===== src/rtl/vec_add_arb_pkg.sv =====
// ============================================================================
// Module  : vec_add_arb_pkg
// Brief   : Shared state encoding and vector-length table for vec_add_arb.
// Rev     : 1.0
// ============================================================================
`default_nettype none

package vec_add_arb_pkg;

  typedef enum logic [1:0] {
    S_IDLE  = 2'd0,
    S_START = 2'd1,
    S_BUSY  = 2'd2,
    S_RESP  = 2'd3
  } state_t;

  typedef enum logic [1:0] {
    LVL_L1 = 2'd0,
    LVL_L3 = 2'd1,
    LVL_L5 = 2'd2
  } level_t;

  // Words per vector for each parameter set (bytes / 8).
  localparam int c_VEC_WORDS_L1 = 13;
  localparam int c_VEC_WORDS_L3 = 20;
  localparam int c_VEC_WORDS_L5 = 26;

  function automatic int vec_words(input level_t lvl);
    case (lvl)
      LVL_L3:  return c_VEC_WORDS_L3;
      LVL_L5:  return c_VEC_WORDS_L5;
      default: return c_VEC_WORDS_L1;
    endcase
  endfunction

endpackage

`default_nettype wire


===== src/rtl/vec_add_arb_rr_pick.sv =====
// ============================================================================
// Module  : vec_add_arb_rr_pick
// Brief   : Combinational round-robin search over i_req starting at i_ptr.
// Rev     : 1.0
// ============================================================================
`default_nettype none

module vec_add_arb_rr_pick #(
  parameter int NUM_REQ = 4,
  parameter int SEL_W   = $clog2(NUM_REQ)
) (
  input  logic [NUM_REQ-1:0] i_req,
  input  logic [SEL_W-1:0]   i_ptr,
  output logic [SEL_W-1:0]   o_idx,
  output logic               o_valid
);

  logic [NUM_REQ-1:0] w_rot;
  int                 w_off;
  int                 w_sum;

  // Rotate so bit 0 is the pointer position, take the lowest set bit, then
  // map the offset back to an absolute index with a single wrap.
  always_comb begin
    w_rot   = NUM_REQ'({i_req, i_req} >> i_ptr);
    o_valid = |i_req;
    w_off   = 0;
    for (int k = NUM_REQ - 1; k >= 0; k--) begin
      if (w_rot[k]) begin
        w_off = k;
      end
    end
    w_sum = int'(i_ptr) + w_off;
    if (w_sum >= NUM_REQ) begin
      w_sum = w_sum - NUM_REQ;
    end
    o_idx = SEL_W'(w_sum);
  end

endmodule

`default_nettype wire


===== src/rtl/vec_add_arb.sv =====
// ============================================================================
// Module  : vec_add_arb
// Brief   : Round-robin sequencer sharing one vec_add engine among requesters.
// Rev     : 1.0
// ============================================================================
`default_nettype none

module vec_add_arb
  import vec_add_arb_pkg::*;
#(
  parameter  int NUM_REQ   = 4,
  parameter  int VEC_WORDS = vec_words(LVL_L1),
  parameter  int S_STRIDE  = 256,
  parameter  int TIMEOUT   = 1023,
  parameter  int SEL_W     = $clog2(NUM_REQ),
  localparam int VB_W      = $clog2(NUM_REQ * VEC_WORDS),
  localparam int SB_W      = $clog2(NUM_REQ * S_STRIDE)
) (
  input  logic               i_clk,
  input  logic               i_rst,
  input  logic [NUM_REQ-1:0] i_req,
  input  logic               i_abort,
  output logic [NUM_REQ-1:0] o_gnt,
  output logic [SEL_W-1:0]   o_sel,
  output logic [VB_W-1:0]    o_vec_base,
  output logic [SB_W-1:0]    o_s_base,
  output logic               o_eng_start,
  output logic               o_eng_rst,
  input  logic               i_eng_done,
  output logic [NUM_REQ-1:0] o_done,
  output logic               o_err,
  output logic               o_busy
);

  localparam int                 TW        = (TIMEOUT > 0) ? $clog2(TIMEOUT + 1) : 1;
  localparam logic [TW-1:0]      c_TIMEOUT = TW'(TIMEOUT);
  localparam logic [NUM_REQ-1:0] c_ONE     = {{(NUM_REQ-1){1'b0}}, 1'b1};

  state_t               r_state;
  state_t               w_state_nxt;
  logic [SEL_W-1:0]     r_rr_ptr;
  logic [TW-1:0]        r_timer;
  logic [NUM_REQ-1:0]   r_gnt;
  logic [SEL_W-1:0]     r_sel;
  logic [VB_W-1:0]      r_vec_base;
  logic [SB_W-1:0]      r_s_base;
  logic                 r_eng_start;
  logic [NUM_REQ-1:0]   r_done;
  logic                 r_err;

  logic [SEL_W-1:0]     w_pick_idx;
  logic                 w_pick_valid;
  logic                 w_timeout;
  logic                 w_launch;
  logic                 w_finish;
  logic                 w_fail;
  logic                 w_eng_rst;

  vec_add_arb_rr_pick #(
    .NUM_REQ (NUM_REQ),
    .SEL_W   (SEL_W)
  ) u_rr_pick (
    .i_req   (i_req),
    .i_ptr   (r_rr_ptr),
    .o_idx   (w_pick_idx),
    .o_valid (w_pick_valid)
  );

  assign w_timeout = (TIMEOUT != 0) && (r_timer == c_TIMEOUT);

  always_ff @(posedge i_clk or posedge i_rst) begin
    if (i_rst) begin
      r_state <= S_IDLE;
    end else begin
      r_state <= w_state_nxt;
    end
  end

  // Engine done has priority over abort/timeout when both land together.
  always_comb begin
    w_state_nxt = r_state;
    w_launch    = 1'b0;
    w_finish    = 1'b0;
    w_fail      = 1'b0;
    w_eng_rst   = 1'b0;
    case (r_state)
      S_IDLE: begin
        if (w_pick_valid) begin
          w_state_nxt = S_START;
          w_launch    = 1'b1;
        end
      end
      S_START: begin
        w_state_nxt = S_BUSY;
      end
      S_BUSY: begin
        if (i_eng_done) begin
          w_state_nxt = S_RESP;
          w_finish    = 1'b1;
        end else if (i_abort || w_timeout) begin
          w_state_nxt = S_RESP;
          w_finish    = 1'b1;
          w_fail      = 1'b1;
          w_eng_rst   = 1'b1;
        end
      end
      S_RESP: begin
        w_state_nxt = S_IDLE;
      end
      default: begin
        w_state_nxt = S_IDLE;
      end
    endcase
  end

  always_ff @(posedge i_clk or posedge i_rst) begin
    if (i_rst) begin
      r_rr_ptr    <= '0;
      r_timer     <= '0;
      r_gnt       <= '0;
      r_sel       <= '0;
      r_vec_base  <= '0;
      r_s_base    <= '0;
      r_eng_start <= 1'b0;
      r_done      <= '0;
      r_err       <= 1'b0;
    end else begin
      r_eng_start <= w_launch;
      r_done      <= '0;
      r_err       <= 1'b0;

      if (w_launch) begin
        r_sel      <= w_pick_idx;
        r_gnt      <= c_ONE << w_pick_idx;
        r_vec_base <= VB_W'(int'(w_pick_idx) * VEC_WORDS);
        r_s_base   <= SB_W'(int'(w_pick_idx) * S_STRIDE);
      end

      if (r_state == S_START) begin
        r_timer <= '0;
      end else if (r_state == S_BUSY) begin
        r_timer <= r_timer + 1'b1;
      end

      if (w_finish) begin
        r_done <= r_gnt;
        r_err  <= w_fail;
      end

      // Sel and bases are left holding; only the grant drops after RESP.
      if (r_state == S_RESP) begin
        r_gnt    <= '0;
        r_rr_ptr <= (r_sel == SEL_W'(NUM_REQ - 1)) ? '0 : r_sel + 1'b1;
      end
    end
  end

  assign o_gnt       = r_gnt;
  assign o_sel       = r_sel;
  assign o_vec_base  = r_vec_base;
  assign o_s_base    = r_s_base;
  assign o_eng_start = r_eng_start;
  assign o_eng_rst   = w_eng_rst;
  assign o_done      = r_done;
  assign o_err       = r_err;
  assign o_busy      = (r_state != S_IDLE);

endmodule

`default_nettype wire

===== config.mk =====
export PLATFORM = sky130hd
export DESIGN_NAME = vec_add_arb
export DESIGN_NICKNAME = d
export VERILOG_FILES = /design/src/rtl/vec_add_arb_pkg.sv /design/src/rtl/vec_add_arb_rr_pick.sv /design/src/rtl/vec_add_arb.sv
export SDC_FILE = /design/constraint.sdc
export NUM_CORES = 1
export LEC_CHECK = 0
export CORE_UTILIZATION = 34
export CTS_CLUSTER_DIAMETER = 30
export DETAILED_ROUTE_END_ITERATION = 16
export PLACE_DENSITY = 0.61
export REMOVE_ABC_BUFFERS = 1
export SYNTH_ARGS = -nofsm -noshare
export SYNTH_HDL_FRONTEND = slang
export SYNTH_SLANG_ARGS = --single-unit

===== constraint.sdc =====
create_clock -name i_clk -period 2.67 [get_ports i_clk]
set_clock_uncertainty 0.2 [all_clocks]
set_input_delay 0.534 -clock i_clk [delete_from_list [all_inputs] [get_ports i_clk]]
set_output_delay 0.534 -clock i_clk [all_outputs]
set_load 0.03 [all_outputs]

=== Word level (Yosys, flattened, before mapping) ===
Cells that the tools add are included.

* $add $sub $neg: 4
* Multipliers: 1
* Magnitude comparators: 1
* Eq/ne operators: 7
* Shifts and indexed selects: 2
* Muxes and demuxes: 23
* Reductions and logical operators: 7

{| class="wikitable"
|+ Operators with widths
! operator !! count
|-
| two-way mux 10 bit || 2
|-
| two-way mux 2 bit || 9
|-
| two-way mux 4 bit || 3
|-
| adder 10 x 1 -> 10 bit, second input constant || 1
|-
| equality test 10 bit, second input constant || 1
|-
| two-way mux 1 bit || 8
|-
| case mux 2 bit (4 select lines) || 1
|-
| >> shifter 8 x 2 -> 4 bit || 1
|-
| equality test 2 bit, second input constant || 3
|-
| multiplier 2 x 4 -> 6 bit, second input constant || 1
|-
| nonzero test 2 bit || 3
|-
| OR reduction 4 bit || 1
|-
| << shifter 1 x 2 -> 4 bit, first input constant || 1
|-
| adder 2 x 2 -> 3 bit || 1
|-
| >= comparator 3 bit, second input constant || 1
|-
| inequality test 3 bit, second input constant || 1
|-
| adder 2 x 1 -> 2 bit, second input constant || 1
|-
| equality test 2 x 1 -> 1 bit, second input constant || 1
|-
| logical NOT 2 bit || 1
|-
| inequality test 2 x 1 -> 1 bit, second input constant || 1
|-
| AND reduction 2 bit || 1
|-
| subtractor 2 x 1 -> 2 bit, second input constant || 1
|-
| logical OR 1 bit || 1
|}

* Register bits after elaboration: 32
* Input bits: 8
* Output and inout bits: 30
* Word-level logic and storage cells: 54

=== Longest topological paths before layout ===
Gate-level depths: netlist (run 1).

* Depth after elaboration: 11
* Gate-level depth with buffers: 10
* Depth with buffers taken out: 9

=== Cells and area by module ===
A second synthesis (run 1) with hierarchy kept.

* Cells, all modules: 188
* Area, all modules: 1,736.7 um2

{| class="wikitable"
|+ Modules (own cells, without submodules)
! module !! times used !! cells each !! area each (um2)
|-
| vec_add_arb || 1 || 161 || 1,557.7
|-
| vec_add_arb_rr_pick || 1 || 27 || 178.9
|}

=== Worst setup path after synthesis (run 1) ===
OpenSTA, ideal clock, no wires.

* Path kind: input-to-reg
* From: in i_req[2]
* To: reg r_vec_base[3] (netlist: o_vec_base[3])
* Library setup time: 125 ps
* Data arrival time: 2,237 ps
* Path slack: 108 ps
* Cell stages on the path: 6
* Path through: buf_6 or4_2 nand3_1 ha_1 xnor3_1 mux2_4

* Cells in the longest elaborated chain, start to end: 9
* Elaborated cells on any way between the ends: 13
* Classes of those cells: 2 x add/sub; 1 x mul; 1 x order compare; 1 x shift; 7 x mux; 1 x reduce/logical

{| class="wikitable"
|+ Ends and longest elaborated chain
! element !! line !! RTL
|-
| from (decl) || vec_add_arb.sv:21 || <nowiki>input logic [NUM_REQ-1:0] i_req,</nowiki>
|-
| >> shifter 8 x 2 -> 4 bit * || vec_add_arb_rr_pick.sv:25 || <nowiki>w_rot = NUM_REQ'({i_req, i_req} >> i_ptr);</nowiki>
|-
| two-way mux 2 bit (3 in series) || vec_add_arb_rr_pick.sv:29 || <nowiki>if (w_rot[k]) begin</nowiki>
|-
| two-way mux 2 bit * || vec_add_arb_rr_pick.sv:29 ||
|-
| adder 2 x 2 -> 3 bit * || vec_add_arb_rr_pick.sv:33 || <nowiki>w_sum = int'(i_ptr) + w_off;</nowiki>
|-
| >= comparator 3 bit or subtractor 2 x 1 -> 2 bit (tied branches) || vec_add_arb_rr_pick.sv:34, vec_add_arb_rr_pick.sv:35 ||
|-
| two-way mux 2 bit * || vec_add_arb_rr_pick.sv:34 || <nowiki>if (w_sum >= NUM_REQ) begin</nowiki>
|-
| via u_rr_pick.o_idx[0] || vec_add_arb_rr_pick.sv:14 || <nowiki>output logic [SEL_W-1:0] o_idx,</nowiki>
|-
| multiplier 2 x 4 -> 6 bit * || vec_add_arb.sv:135 || <nowiki>r_vec_base <= VB_W'(int'(w_pick_idx) * VEC_WORDS);</nowiki>
|-
| to (signal assigned) || vec_add_arb.sv:135 ||
|-
| to (decl) || vec_add_arb.sv:45 || <nowiki>logic [VB_W-1:0] r_vec_base;</nowiki>
|}

Mark *: on every way through the listed nets, which the timed path passes. The rest lies on a longest branch.
A chain may end at the register's enable or synchronous reset.

=== Worst setup path after layout (run 1) ===
* From: in i_req[0]
* To: reg r_vec_base[3] (netlist: o_vec_base[3])

The elaborated chain is that of the path after synthesis.

==> metrics list, run 1 <==
* Outcome: complete, no violations
* Critical path capture point type: flip-flop
* Die Outline Area: roughly 5000 sq um
* Final nets: around 210
* Area after DPL: 1970 sq um
* HPWL reported at the end of detailed placement: roughly 2500 microns
* Filler cells: about 420
- Post-route cell area: between 2000 and 2500 sq um
- Number of cells after detailed placement: ~240
- Share of synthesized flip-flops with an asynchronous set or reset: 100%
- Post-synthesis instance area: 1610 sq um
* Max clock buf depth: 2
* Post-detailed-route wirelength per cell: about 14 microns
* Core footprint: 4440 sq um
* Setup slack after placement: -0.301 ns
- In this run the post-CTS setup repair buffer count came out at 0.
- The root buffer cell chosen for the clock tree is sky130_fd_sc_hd__clkbuf_8.
- Detailed routing inserted a total of ~1300 vias.
* Class of the most critical hold timing path: flip-flop to flip-flop
* Yosys warning count: 0
- For this run, design rule violations remaining after detail routing come to 0.
- Total power of the final layout: 2.68 mW
- Of the cells placed in the final design, the portion with a size suffix greater than 1 is between 10% and 20%.
- Maximum ir drop on the vdd rail: ~0.00048 V
* Y dimension of the die: roughly 71 microns
- Setup repair after global routing left no endpoint under its margin.
* Average cell area after synthesis: 10.1 sq um
- 0 antenna diodes ended up in the layout.
* Clock sink total: 29
- Vias per inst: around 5.1
- The total overflow left after global routing is 0.
- Clock tree from TritonCTS: built
- Cell count after synthesis: roughly 160
* H-tree depth: 2
- Flip-flop and latch count after synthesis: 29
- Clock latency on the worst-skew pair, taken at its later pin, is 0.29 ns.
* Crit path max-delay cell type: sky130_fd_sc_hd__clkdlybuf4s50_1
* Wire length of the first global-routing pass: 5750 microns
- Sequential cells were found to cover between 40% and 50% of the synthesized design area.
- Worst Hold Slack: roughly 0.29 ns
* Initial core utilization: between 30 and 40%
- The critical path in this run is classified as input pin to flip-flop.
* Post-synth EDFFs: 0
* Power density relative to cell area: 1250 nW/um^2
- Routability Congestion: about 0.78
* Vias in the first global route: 1294
- After clock tree synthesis, the flow added hold-fix buffers numbering 0.
* Aggregate routed wire length: roughly 3400 microns
- Quantity of I/O buffers inserted on ports: 29
- Max-slew violation total from the final report: 0
- Total Routing Usage GR: approximately 15%
* Finish-stage setup viols: 0
- TritonCTS created 5 clock buffers.
* Horiz. Die Dim: around 70 microns
* Non-Filler Instances: 250
- Final worst slack: 0.0720 ns
- Of all nets on the critical path, the largest fanout is 6.
* Clock transition at the registers of the reported paths: approximately 0.070 ns
- Leakage power: 0.998 nW
- For the worst setup path, the data arrival time is approximately 2.6 ns.
- Share of the cycle needed by the critical path after routing: 97.3%
- Max-cap violations in this run came to 0.
- For this run, the slowest stage of the critical path takes 0.45 ns.
* Number of cells upsized or downsized after cts: 1
- STA classifies the critical path startpoint as an input pin.
- Data required time at the worst endpoint: roughly 2.6 ns
- Max Clock Freq: between 0.3 and 0.4 GHz
- Std cell rows: 24
- Among all flip-flop cells after synthesis, the most frequent one is sky130_fd_sc_hd__dfrtp_1.
- Largest net degree at the start of global routing: 30
* Number of antenna violations at the first check in global routing: 0
- In this run the remaining antenna-violating nets after routing total 0.
* Layout-stage area growth over the synthesis result: 32.4%
- In this run the count of I/O pins placed on the die edge is 38.
- Tmin final: 2.60 ns
* Final standard cell utilization of the core: approximately 48%
- Accumulated negative setup slack: 0 ns
- Before antenna repair, the detailed router went through 7 iterations.
- Traced cell by cell, the critical path runs through clkdlybuf4s50_1 -> buf_4 -> nand3_1 -> o311ai_1 -> o21ai_1 -> nand3_2 -> ha_2 -> xnor3_1 -> mux2_4.
- The detailed router finished its first iteration with 74 violations.
* Hold violation count in the final report: 0
- Yosys cell types: 43
==> sequential cells by signal, indices dropped and copies added, names as in the netlist <==
name         flops
o_done           4
r_timer         10
o_gnt            4
o_vec_base       4
r_rr_ptr         2
r_state          2
o_sel            1
o_err            1
o_eng_start      1
==> final timing paths <==
| kind | slack [ns] | depth (start not counted) | to | startpoint |
|---|---|---|---|---|
| worst max-delay path | 0.07 | 9 | o_vec_base[3] | i_req[0] |
| worst min-delay path | 0.29 | 2 | o_vec_base[4] | o_vec_base[4] |
| worst max register to register | 0.40 | 9 | o_vec_base[3] | r_rr_ptr[0] |
| worst min register to register | 0.29 | 2 | o_vec_base[4] | o_vec_base[4] |
| max in group asynchronous | 1.59 | 3 | r_timer[2] | i_rst |
| min in group asynchronous | 0.41 | 3 | o_done[2] | i_rst |
==> cell usage in the layout, fill, tap and decap left out, types with 6 or more instances in the layout <==
| cell | count |
|---|---|
| sky130_fd_sc_hd__buf_4 | 15 |
| sky130_fd_sc_hd__clkdlybuf4s50_1 | 27 |
| sky130_fd_sc_hd__nand2_1 | 15 |
| sky130_fd_sc_hd__conb_1 | 8 |
| sky130_fd_sc_hd__o21ai_0 | 7 |
| sky130_fd_sc_hd__dfrtp_1 | 29 |
| sky130_fd_sc_hd__inv_1 | 11 |
| sky130_fd_sc_hd__ha_1 | 6 |
==> cell type report <==
| type | instances | area (sq um) | share of cell area [%] |
|---|---|---|---|
| multi-input combinational | 107 | 773 | 36.2 |
| inverter | 11 | 41.3 | 1.93 |
| clock buffer | 5 | 68.8 | 3.22 |
| timing repair buffer | 43 | 395 | 18.5 |
| clock inverter | 3 | 65.1 | 3.05 |
| sequential | 29 | 726 | 34.0 |
| tap | 52 | 65.1 | 3.05 |
==> synthesized netlist by cell type, drive strengths merged, types with 2 or more instances <==
library cell | number | area, sq um
a21oi | 5 | 25.0
a22o | 2 | 17.5
a32o | 4 | 40.0
and2 | 4 | 25.0
and3 | 3 | 18.8
buf | 15 | 114
clkbuf | 4 | 16.3
dfrtp | 29 | 726
ha | 7 | 87.6
inv | 11 | 41.3
mux2 | 4 | 48.8
mux2i | 2 | 20.0
nand2 | 15 | 56.3
nand2b | 3 | 26.3
nand3 | 5 | 25.0
nand4 | 2 | 12.5
nor2 | 6 | 22.5
nor3 | 3 | 15.0
nor3b | 2 | 15.0
o21ai | 8 | 40.0
o22ai | 2 | 12.5
o31ai | 2 | 15.0
xnor2 | 3 | 26.3
xor2 | 4 | 35.0
==> logic make-up after synthesis <==
family	synth area share, %
multiplexers	4.27
AND/OR/NAND/NOR	15.4
AO/OA/AOI/OAI	13.8
other	0.233
XOR/XNOR	5.20
adder cells (fa/ha/maj)	5.43
buffers and inverters	10.6
flip-flops	45.0
==> layer usage <==
metal	wire, microns	track usage, %
met1	1400	15.8
met2	1780	26.9
met3	134	3.42
met4	69	8.00
met5	0	0
==> worst max-delay path: cells and delay by family <==
kind	cells	cell delay, ns
multiplexers	1	0.26
buffers and inverters	2	0.63
AO/OA/AOI/OAI	2	0.24
AND/OR/NAND/NOR	2	0.18
adder cells (fa/ha/maj)	1	0.34
XOR/XNOR	1	0.38
==> power breakdown <==
group	switching (mW)	internal (mW)
registers	0.122	0.573
logic	0.776	0.663
clock network	0.173	0.370
total	1.07	1.61
Power figures use the tool's default switching activity.
==> inputs of run 2 (changes only) <==
--- a/config.mk
+++ b/config.mk
@@ -5,6 +5,7 @@
 export SDC_FILE = /design/constraint.sdc
 export NUM_CORES = 1
 export LEC_CHECK = 0
+export CAP_MARGIN = 20
 export CORE_UTILIZATION = 34
 export CTS_CLUSTER_DIAMETER = 30
 export DETAILED_ROUTE_END_ITERATION = 16
==> results of run 2 <==
Same layout as run 1: the final DEF is identical, and so are final timing and power.
==> inputs of run 3 (changes only) <==
--- a/config.mk
+++ b/config.mk
@@ -5,11 +5,14 @@
 export SDC_FILE = /design/constraint.sdc
 export NUM_CORES = 1
 export LEC_CHECK = 0
+export ABC_AREA = 1
 export CAP_MARGIN = 20
 export CORE_UTILIZATION = 34
+export CTS_BUF_LIST = sky130_fd_sc_hd__clkbuf_4 sky130_fd_sc_hd__clkbuf_8 sky130_fd_sc_hd__clkbuf_16
 export CTS_CLUSTER_DIAMETER = 30
 export DETAILED_ROUTE_END_ITERATION = 16
-export PLACE_DENSITY = 0.61
+export PLACE_DENSITY = 0.62
+export RECOVER_POWER = 100
 export REMOVE_ABC_BUFFERS = 1
 export SYNTH_ARGS = -nofsm -noshare
 export SYNTH_HDL_FRONTEND = slang
==> metrics list, run 3 <==
* Remaining antenna violation count after routing: 0 (unchanged)
- The final hold slack is 0.287 ns (-0.00468 ns).
- Unrepaired setup endpoints after global routing: false
- Routability Congestion: 0.838 (+7.9%)
- Area of all sequential standard cells: 726 sq um (unchanged)
- The routing usage on met3 is 4.07% (+0.65 points).
- Commonest cells in the synthesized netlist: sky130_fd_sc_hd__nand2_1 (51), sky130_fd_sc_hd__dfrtp_1 (29), sky130_fd_sc_hd__inv_1 (25)
- The worst setup path is launched from a flip-flop.
- Finish-stage setup viols: 0 (unchanged)
- Final worst slack: 0.172 ns (+0.0998 ns)
* Number of buffers added to fix hold violations after cts: 0 (unchanged)
- Accumulated negative setup slack: 0 ns (unchanged)
- The number of cells traversed by the worst hold path is 2 (unchanged).
- Area of combinational cells with multiple inputs: 652 sq um (-16%)
- The total standard cell area after synthesis was 1560 sq um (-3.3%).
- Y dimension of the die: 69.7 microns (-1.6%)
- Number of cells upsized or downsized after cts: 0 (-1)
* Tmin final: 2.50 ns (-0.0998 ns)
* Vias in the first global route: 1225 (-5.3%)
* Max-slew violation total from the final report: 30 (+30)
- Max transition margin: -2.83%
- The power density over cell area came to 1150 nW/um^2 (-8.5%).
* Layout-stage area growth over the synthesis result: 23.3%
- Max Clock Freq: 0.400 GHz (+4.0%)
- The number of design-rule violations left by the first detailed-router iteration came to 84 (+14%).
- The mean area per synthesized cell came to 7.91 sq um (-22%).
- The worst hold path begins at o_vec_base[4].
- Most frequent cell after synthesis: sky130_fd_sc_hd__nand2_1
- The number of design rule violations left after detail routing came to 0 (unchanged).
* Aggregate routed wire length: 2970 microns (-12%)
* Clock sink total: 29 (unchanged)
* Number of cells after detailed placement: 273 (+13%)
- Share of synthesized flip-flops with an asynchronous set or reset: 100% (unchanged)
- The part of the cycle the worst path needs came to 93.6% (-3.7 points).
* CP Class: flip-flop to primary output
- The x dimension of the die came to 69.7 microns (-1.6%).
- The leakage power total came to 1.03 nW (+3.4%).
- For this run, the leading register cell type out of synthesis is sky130_fd_sc_hd__dfrtp_1.
* Data required time at the worst endpoint: 1.94 ns (-0.70 ns)
* Vias per inst: 4.59 (-9.4%)
- Worst flop-to-flop path endpoint: o_gnt[3]
- The starting density of the core was 35.6% (-0.73 points).
- Non-Filler Instances: 280 (+12%)
* Quantity of I/O buffers inserted on ports: 29 (unchanged)
- The insertion delay to the later sink of the worst-skew pair is 0.28 ns (about the same).
- Yosys cell types: 25 (-42%)
- Wire length of the first global-routing pass: 5360 microns (-6.7%)
- Post-detailed-route wirelength per cell: 10.6 microns (-21%)
- Leaving out fill and tap cells, the most frequent cell in the layout is sky130_fd_sc_hd__nand2_1.
- The met1 usage was 18.2% (+2.4 points).
* H-tree depth: 2 (unchanged)
- Die Outline Area: 4860 sq um (-3.2%)
* Leading post-synthesis cells by cell area: sky130_fd_sc_hd__dfrtp_1 (47%), sky130_fd_sc_hd__nand2_1 (12%), sky130_fd_sc_hd__buf_4 (6.3%)
- HPWL reported at the end of detailed placement: 2270 microns (-10%)
- Register with the most flip-flops: r_timer
* Clock root buffer: sky130_fd_sc_hd__clkbuf_8
- The pre-CTS setup slack was 0.0657 ns (+0.367 ns).
* Antenna Cells: 0 (unchanged)
- The clock edge transition at the registers on the reported setup and hold paths came to 0.06 ns (about the same).
- The initial antenna violation count was 0 (unchanged).
- Worst Tran Pin Value: approximately 1.5 ns
- The post-synthesis sequential area ratio came to 46.5% (+1.6 points).
- Fraction of layout cells with a size suffix above 1: 4.82% (-14 points)
* Data arrival, critical path: 1.76 ns (-0.81 ns)
* GR Util met2: 21.4% (-5.6 points)
* Failing checks: max-capacitance violations, max-slew violations
* 1st-pass router iterations: 4 (-3)
- The number of hold-slack violations in the final timing report is 0 (unchanged).
- Yosys warning count: 0 (unchanged)
- Count of cells along the worst register-to-register path: 13 (+4)
* Reg-to-reg critical path startpoint: r_rr_ptr[0]
- Std cell rows: 24 (unchanged)
- Critical-path maximum fanout: 4 (-2)
- Clock tree from TritonCTS: built
* Proportion of netlist area held by the largest area contributor: 46.5% (+1.6 points)
- The path with the worst hold slack has its endpoint at o_vec_base[4].
* Global-route layer with the greatest usage: met2
* Via Count: 1284 (+1.5%)
- Largest net degree at the start of global routing: 30 (unchanged)
- The number of buffers on the longest clock path is 2 (unchanged).
- Ports: 38 (unchanged)
* Maximum ir drop on the vdd rail: 0.000501 V (+5.1%)
- Most frequent cells in the layout: sky130_fd_sc_hd__nand2_1 (52), sky130_fd_sc_hd__dfrtp_1 (29), sky130_fd_sc_hd__inv_1 (25)
- The post-layout total power came to 2.21 mW (-18%).
- Flip-flop and latch count after synthesis: 29 (unchanged)
- Total Routing Usage GR: 14.3% (-0.52 points)
- The core footprint was 4380 sq um (-1.4%).
- Critical path capture point type: primary output
- The number of flip-flops in the largest register is 10 (unchanged).
* Cell count after synthesis: 197 (+24%)
- Count of buffers added by post-CTS timing repair for setup: 0 (unchanged)
* Post-synth EDFFs: 0 (unchanged)
- The total clock buffers created by CTS is 5 (unchanged).
- The slack of the worst reg-to-reg path came to 0.56 ns (+0.16 ns).
- The run finished, with violations left.
- The synthesized design spends more area on one cell type than any other, namely sky130_fd_sc_hd__dfrtp_1.
- The count of nets after finishing is 243 (+15%).
- The number of filler cells placed in the layout was 448 (+7.2%).
- Class of the most critical hold timing path: flip-flop to flip-flop
* Congestion Overflow GR: 0 (unchanged)
- Maximum Capacitance Violations: 1 (+1)
==> run 3: cell count changes in the layout (fill, tap and decap cells not counted), moves of 3 or more <==
cell                              previous run  this run
sky130_fd_sc_hd__nand2_1                    15        52
sky130_fd_sc_hd__inv_1                      11        25
sky130_fd_sc_hd__nor2_1                      5        19
sky130_fd_sc_hd__a32o_1                      4         0
sky130_fd_sc_hd__xor2_1                      4         1
sky130_fd_sc_hd__mux2_2                      3         0
sky130_fd_sc_hd__a21oi_1                     5         8
sky130_fd_sc_hd__and2_1                      4         0
sky130_fd_sc_hd__clkdlybuf4s50_1            27         7
sky130_fd_sc_hd__buf_4                      15         0
sky130_fd_sc_hd__dlygate4sd3_1               0        21
sky130_fd_sc_hd__nand3_1                     4        17
==> run 3: area by class of cell <==
class / count / share of cell area, %
multi-input combinational: 135 / 33.9
inverter: 27 / 5.27
sequential: 29 / 37.8
tap: 52 / 3.39
clock buffer: 7 / 4.69
timing repair buffer: 30 / 15.0
==> run 3: worst max path at each step <==
stage,depth (start not counted),to,from
floorplan,6,o_eng_rst,r_timer[0]
CTS,4,o_busy,r_state[0]
finish,4,o_busy,r_state[0]
global placement,13,o_vec_base[3],i_req[1]
detailed placement,13,o_vec_base[3],i_req[1]
global route,13,o_vec_base[3],i_req[3]
==> run 3: kinds of logic (layout without fill, tap and decap cells) <==
| family | count (synthesis) | in the layout | share of synthesized area, % |
|---|---|---|---|
| mux | 1 | 1 | 0.642 |
| fa+ha+maj | 7 | 7 | 5.62 |
| buf+inv | 40 | 64 | 12.8 |
| xor+xnor | 1 | 1 | 0.562 |
| flops | 29 | 29 | 46.5 |
| other cells | 1 | 8 | 0.241 |
| compound gates | 20 | 20 | 6.98 |
| simple gates | 98 | 98 | 26.6 |
==> run 3: routing by layer <==
metal / share of wire, % / wire length, microns / up-vias
met5: 0 / 0 / -
met4: 3.0 / 89 / 0
met3: 5.2 / 154 / 7
met2: 44 / 1300 / 34
met1: 48 / 1430 / 577
li1: - / - / 666
==> run 3: stage by stage <==
stage	cell area, sq um	util [%]
2_1_floorplan	1490	-
3_3_place_gp	1850	42.2
3_5_place_dp	1850	42.2
4_1_cts	1940	44.2
5_1_grt	1920	43.8
6_report	1920	43.8
==> run 3: worst max-delay path, stage by stage (launching register included) <==
cell	delay, ns
sky130_fd_sc_hd__dfrtp_1	0.39
sky130_fd_sc_hd__inv_1	0.09
sky130_fd_sc_hd__ha_1	0.27
sky130_fd_sc_hd__inv_1	0.07
sky130_fd_sc_hd__clkdlybuf4s50_1	0.66
==> run 3: report_power, final <==
part,leakage (nW),switching (mW),internal (mW)
Clock,0.0477,0.160,0.214
Combinational,0.601,0.745,0.403
Sequential,0.383,0.114,0.569
Total,1.03,1.02,1.19
